## src/rtl/math_multiplier_cs_merge_pkg.sv

```systemverilog
// Shared constants and elaboration-time helpers for the carry-save merge stage.
package math_multiplier_cs_merge_pkg;

    // Default operand width and per-stage adder slice used by the array and the merge stage.
    localparam int DEFAULT_WIDTH = 8;
    localparam int DEFAULT_CHUNK = 4;

    // Number of pipelined adder slices needed to cover 'width' bits, CHUNK at a time.
    function automatic int stages_for(input int width, input int chunk);
        return (width + chunk - 1) / chunk;
    endfunction

    // Width of slice k; only the top slice can be narrower than 'chunk'.
    function automatic int chunk_width(input int width, input int chunk, input int k);
        int rem;
        rem = width - k * chunk;
        return (rem < chunk) ? rem : chunk;
    endfunction

    // Bit mask covering the result bits produced by slice k.
    function automatic logic [63:0] chunk_mask(input int width, input int chunk, input int k);
        logic [63:0] m;
        m = '0;
        for (int b = 0; b < 64; b++) begin
            if (b >= k * chunk && b < (k + 1) * chunk && b < width) begin
                m[b] = 1'b1;
            end
        end
        return m;
    endfunction

endpackage

```

## src/rtl/math_multiplier_cpa_stage.sv

```systemverilog
// One registered slice of the pipelined carry-propagate adder.
module math_multiplier_cpa_stage #(
    parameter int W = 4
) (
    input  logic         clk,
    input  logic         rst_n,
    input  logic [W-1:0] a,
    input  logic [W-1:0] b,
    input  logic         cin,
    input  logic         en,
    input  logic         valid_in,
    output logic [W-1:0] sum,
    output logic         cout,
    output logic         valid_out
);

    // Add the slice with the incoming carry; hold everything while the pipeline is stalled.
    always_ff @(posedge clk or negedge rst_n) begin
        if (!rst_n) begin
            sum       <= '0;
            cout      <= 1'b0;
            valid_out <= 1'b0;
        end else if (en) begin
            {cout, sum} <= {1'b0, a} + {1'b0, b} + {{W{1'b0}}, cin};
            valid_out   <= valid_in;
        end
    end

endmodule

```

## src/rtl/math_multiplier_cs_merge.sv

```systemverilog
// Merges the multiplier array's carry-save sum/carry rows into the final product
// through a CHUNK-bit-per-stage pipelined adder with a valid/ready output.
module math_multiplier_cs_merge
    import math_multiplier_cs_merge_pkg::*;
#(
    parameter int WIDTH = DEFAULT_WIDTH,
    parameter int CHUNK = DEFAULT_CHUNK
) (
    input  logic               clk,
    input  logic               rst_n,
    input  logic [WIDTH-1:0]   s_in,
    input  logic [WIDTH-1:0]   c_in,
    input  logic [WIDTH-1:0]   lo_in,
    input  logic               in_valid,
    output logic               in_ready,
    output logic [2*WIDTH-1:0] p_out,
    output logic               out_valid,
    input  logic               out_ready
);

    localparam int STAGES = stages_for(WIDTH, CHUNK);

    // Global advance: the whole pipeline moves unless a completed beat is waiting.
    logic adv;

    // Values presented to each stage (stage 0 from the ports, later stages from the previous skew regs).
    logic [WIDTH-1:0] st_s   [STAGES];
    logic [WIDTH-1:0] st_c   [STAGES];
    logic [WIDTH-1:0] st_lo  [STAGES];
    logic [WIDTH-1:0] st_acc [STAGES];
    logic             st_cin [STAGES];
    logic             st_vin [STAGES];

    // Skew registers carrying the untouched operands, lo half and partial result alongside each slice.
    logic [WIDTH-1:0] s_q      [STAGES];
    logic [WIDTH-1:0] c_q      [STAGES];
    logic [WIDTH-1:0] lo_q     [STAGES];
    logic [WIDTH-1:0] acc_q    [STAGES];
    logic [WIDTH-1:0] acc_done [STAGES];
    logic             cout_q   [STAGES];
    logic             valid_q  [STAGES];

    assign adv      = ~out_valid | out_ready;
    assign in_ready = adv;

    generate
        for (genvar gi = 0; gi < STAGES; gi++) begin : gen_stage
            localparam int LSB = gi * CHUNK;
            localparam int CW  = chunk_width(WIDTH, CHUNK, gi);
            localparam logic [WIDTH-1:0] SLICE_MASK = WIDTH'(chunk_mask(WIDTH, CHUNK, gi));

            logic [CW-1:0] sum_q;

            if (gi == 0) begin : gen_head
                assign st_s[gi]   = s_in;
                assign st_c[gi]   = c_in;
                assign st_lo[gi]  = lo_in;
                assign st_acc[gi] = '0;
                assign st_cin[gi] = 1'b0;
                assign st_vin[gi] = in_valid;
            end else begin : gen_link
                assign st_s[gi]   = s_q[gi-1];
                assign st_c[gi]   = c_q[gi-1];
                assign st_lo[gi]  = lo_q[gi-1];
                assign st_acc[gi] = acc_done[gi-1];
                assign st_cin[gi] = cout_q[gi-1];
                assign st_vin[gi] = valid_q[gi-1];
            end

            math_multiplier_cpa_stage #(
                .W(CW)
            ) u_cpa (
                .clk       (clk),
                .rst_n     (rst_n),
                .a         (st_s[gi][LSB +: CW]),
                .b         (st_c[gi][LSB +: CW]),
                .cin       (st_cin[gi]),
                .en        (adv),
                .valid_in  (st_vin[gi]),
                .sum       (sum_q),
                .cout      (cout_q[gi]),
                .valid_out (valid_q[gi])
            );

            // Carry the rest of the beat alongside this slice so it stays aligned with its sum.
            always_ff @(posedge clk or negedge rst_n) begin
                if (!rst_n) begin
                    s_q[gi]   <= '0;
                    c_q[gi]   <= '0;
                    lo_q[gi]  <= '0;
                    acc_q[gi] <= '0;
                end else if (adv) begin
                    s_q[gi]   <= st_s[gi];
                    c_q[gi]   <= st_c[gi];
                    lo_q[gi]  <= st_lo[gi];
                    acc_q[gi] <= st_acc[gi];
                end
            end

            // Splice this slice's sum into the partial upper result.
            assign acc_done[gi] = (acc_q[gi] & ~SLICE_MASK) | (WIDTH'(sum_q) << LSB);
        end
    endgenerate

    // Top slice carry-out is dropped: valid array rows never overflow WIDTH bits.
    assign p_out     = {acc_done[STAGES-1], lo_q[STAGES-1]};
    assign out_valid = valid_q[STAGES-1];

endmodule

```

## config.mk

```make
export PLATFORM = sky130hd
export DESIGN_NAME = math_multiplier_cs_merge
export DESIGN_NICKNAME = d
export VERILOG_FILES = /design/src/rtl/math_multiplier_cs_merge_pkg.sv /design/src/rtl/math_multiplier_cpa_stage.sv /design/src/rtl/math_multiplier_cs_merge.sv
export SDC_FILE = /design/constraint.sdc
export NUM_CORES = 1
export LEC_CHECK = 0
export BUFFER_PORTS_ARGS = -buffer_cell sky130_fd_sc_hd__buf_4
export CORE_ASPECT_RATIO = 1.75
export CORE_MARGIN = 3
export CORE_UTILIZATION = 33
export DETAILED_ROUTE_END_ITERATION = 10
export SLEW_MARGIN = 5
export SYNTH_ARGS = -nofsm -noshare
export SYNTH_HDL_FRONTEND = slang
export SYNTH_SLANG_ARGS = --single-unit
export TNS_END_PERCENT = 10
```

## constraint.sdc

```tcl
create_clock -name clk -period 2.3 [get_ports clk]
set_clock_uncertainty 0.1 [all_clocks]
set_input_delay 0.46 -clock clk [delete_from_list [all_inputs] [get_ports clk]]
set_output_delay 0.46 -clock clk [all_outputs]
set_load 0.005 [all_outputs]
```

==> impl_metrics.py <==
metrics = {
    "global_routing": {
        "overflow": 0,
        "grt_usage_pct": 11.1,
        "antenna_found_initial": 0,
        "grt_start_max_net_pins": 40,
        "grt_pass1_vias": 1265,
        "grt_pass1_wl_um": 5780,
    },
    "clock_tree": {
        "clock_latency_ns": 0.28,
        "cts-root-buf": "clkbuf_8",
        "post-cts-setup-buffers": 0,
        "clk_pin_slew_ns": 0.07,
        "clk_path_buf_depth": 2,
        "cts_hold_buf": 0,
        "cts_tree": "built",
        "numCtsBuffers": 5,
        "clock_sinks": 39,
        "cts_resized": 0,
        "htreeDepth": 2,
    },
    "power": {
        "irDropWorstVdd_v": 0.000425,
        "p_total_mw": 1.77,
        "cellPowerDensity_nw_per_um2": 803,
        "p_int_mw": 1.26,
        "power.share.switching_pct": 28.8,
        "cellLeakagePower_nw": 1.17,
        "switchingPower_mw": 0.510,
        "p_comb_share_pct": 24.9,
        "seqPwrFrac_pct": 50.3,
        "clkPwrFrac_pct": 24.8,
    },
    "die": {
        "dieWidth_um": 62.3,
        "initial_core_util_pct": 34.3,
        "dieHeight_um": 105,
        "num_rows": 35,
        "dieArea_um2": 6520,
        "ioPinCount": 46,
        "fp.coreArea_um2": 5340,
    },
    "worst_setup_path": {
        "crit_arrival_ns": 1.27,
        "crit_chain": "nor2b_4 > inv_2 > buf_4",
        "end_kind": "primary output",
        "cp.required_ns": 1.74,
        "critPathSlowestCell": "dfrtp_1",
        "critical_path_class": "reg -> out",
        "slowest_delay_ns": 0.38,
        "critPathLaunchType": "flip-flop",
        "crit_fanout": 14,
    },
    "detailed_routing": {
        "vias": 1290,
        "drt_wl_total_um": 3370,
        "drc": 0,
        "avgViaCountPerCell": 4.22,
        "ant_nets": 0,
        "drt_first_pass_iters": 4,
        "drt_iter0_drc": 84,
        "routedWlPerCell_um": 11.0,
    },
    "sta": {
        "hold_viol": 0,
        "relSlewSlack_pct": 66.8,
        "totalNegativeSetupSlack_ns": 0,
        "tightestPinTransition_ns": 0.498,
        "layout_min_cycle_time_ns": 1.83,
        "slew_viol_final": 0,
        "rsz0062_at_grt": "false",
        "setup_violations": 0,
        "max_clock_freq_mhz": 547,
        "post-route-period-util_pct": 79.6,
    },
    "layout": {
        "multi_input_area_um2": 654,
        "n_antenna_cell": 0,
        "fill_cells": 571,
        "drive_gt1_share_pct": 24.1,
        "seq_area_um2": 976,
        "final_cell_mix": "nand2_1 (83), buf_4 (48), dfrtp_1 (39)",
        "layout_commonest_cell": "nand2_1",
        "layout.cells.non_filler": 306,
        "nNetsFinal": 268,
        "synthToLayoutAreaGrowth_pct": 20.3,
    },
    "yosys": {
        "syn-cell-area_um2": 1830,
        "yosysUniqueCellTypes": 24,
        "synth_top_cell_by_area": "dfrtp_1",
        "synth_area_leaders": "dfrtp_1 (53%), nand2_1 (17%), buf_4 (7.0%)",
        "ys_seq_area_share_pct": 53.2,
        "avgSynthCellArea_um2": 9.17,
        "synth-seq-cells": 39,
        "syn-num-nets": 237,
        "yosys_warnings": 0,
        "synth_top_area_share_pct": 53.2,
        "syn_inst": 200,
    },
    "placement": {
        "place_congestion": 0.749,
        "dp_hpwl_um": 2470,
        "port_buffers": 45,
        "dp_cells": 298,
    },
    "status": {
        "status": "finished, final reports clean",
    },
    "job": {
        "cap_violations": 0,
    },
    "hold_path": {
        "hold_class": "in -> async",
    },
}
per-stage QoR:
stage | instance area (um^2) | hold slack, ns | utilization, % | setup WS, ns
after floorplan | 1830 | 0.0644 | - | 0.694
after CTS | 2210 | 0.0442 | 41.3 | 0.445
after global routing | 2210 | 0.0549 | 41.3 | 0.377
final | 2210 | 0.0339 | 41.3 | 0.470
after detailed placement | 2120 | 0.347 | 39.8 | 0.562
after global placement | 2120 | 0.342 | 39.8 | 0.570
power by group through the flow:
| stage | registers, mW | clock network [mW] | logic [mW] |
|---|---|---|---|
| after floorplan | 0.884 | 0 | 0.337 |
| after global placement | 0.905 | 0 | 0.446 |
| after detailed placement | 0.908 | 0 | 0.453 |
| after CTS | 0.895 | 0.463 | 0.455 |
| after global routing | 0.912 | 0.495 | 0.504 |
| final | 0.892 | 0.439 | 0.441 |
cells in the mapped netlist:
library cell	instances
ha_1	6
nor2b_1	2
nand2_1	83
o2111ai_1	1
nand2b_1	1
nand4_1	1
clkbuf_1	1
buf_4	17
inv_2	1
a22oi_1	1
nand3_1	2
a211o_1	1
fa_1	3
xor2_1	3
nand3b_1	1
inv_1	10
a21oi_1	7
or4_1	1
dfrtp_1	39
nor2b_4	1
mux2i_1	1
nor2_1	6
buf_2	6
o21ai_0	5
final cells by class:
type / count / share of cell area [%]
flip-flops and latches: 39 / 44.2
repair buffers: 48 / 16.3
inverters: 11 / 1.87
multi-input cells: 126 / 29.7
clock buffers: 7 / 3.46
well taps: 74 / 4.20
clock inverters: 1 / 0.227
registers in the layout, summed over array words and instances (netlist names):
signal	flops
lo_q	8
acc_q	4
p_out	8
gen_stage.u_cpa.sum	8
s_q	4
gen_stage.u_cpa.cout	1
c_q	4
gen_stage.u_cpa.valid_out	2
worst max-delay path, delay by kind of cell, from the launching register on:
kind                   cells  cell delay [ns]
buffers and inverters      2             0.34
and+or+nand+nor            1             0.28
DFF                        1             0.38
logic make-up (layout without fill, tap and decap cells):
family / count (synthesis) / after routing / share of synthesized area (%)
AOI/OAI and AO/OA: 15 / 15 / 4.64
xor gates and xnor gates: 3 / 3 / 1.43
adders and majority gates: 9 / 9 / 7.37
buffers and inverters: 35 / 67 / 11.1
DFF: 39 / 39 / 53.2
muxes: 1 / 1 / 0.546
and+or+nand+nor: 98 / 98 / 21.7
path summary, 6_finish.rpt:
kind	startpoint	endpoint	slack, ns	cells past startpoint
setup / recovery	gen_stage[1].u_cpa.valid_out$_DFFE_PN0P_	in_ready	0.47	3
max in group asynchronous	rst_n	gen_stage[0].u_cpa.valid_out$_DFFE_PN0P_	1.71	1
hold reg to reg	gen_stage[0].u_cpa.valid_out$_DFFE_PN0P_	gen_stage[0].u_cpa.valid_out$_DFFE_PN0P_	0.36	2
setup reg to reg	c_q[12]$_DFFE_PN0P_	gen_stage[1].u_cpa.sum[2]$_DFFE_PN0P_	0.61	5
hold / removal	rst_n	p_out[4]$_DFFE_PN0P_	0.03	1
min in group clk	lo_in[6]	lo_q[14]$_DFFE_PN0P_	0.27	3
routing by layer:
layer | track usage (%) | wire length, um
met5 | 0 | 0
met1 | 12.8 | 1390
met2 | 19.3 | 1770
met3 | 3.12 | 149
met4 | 4.27 | 55
Note: power is estimated with default switching activity, not from simulation.
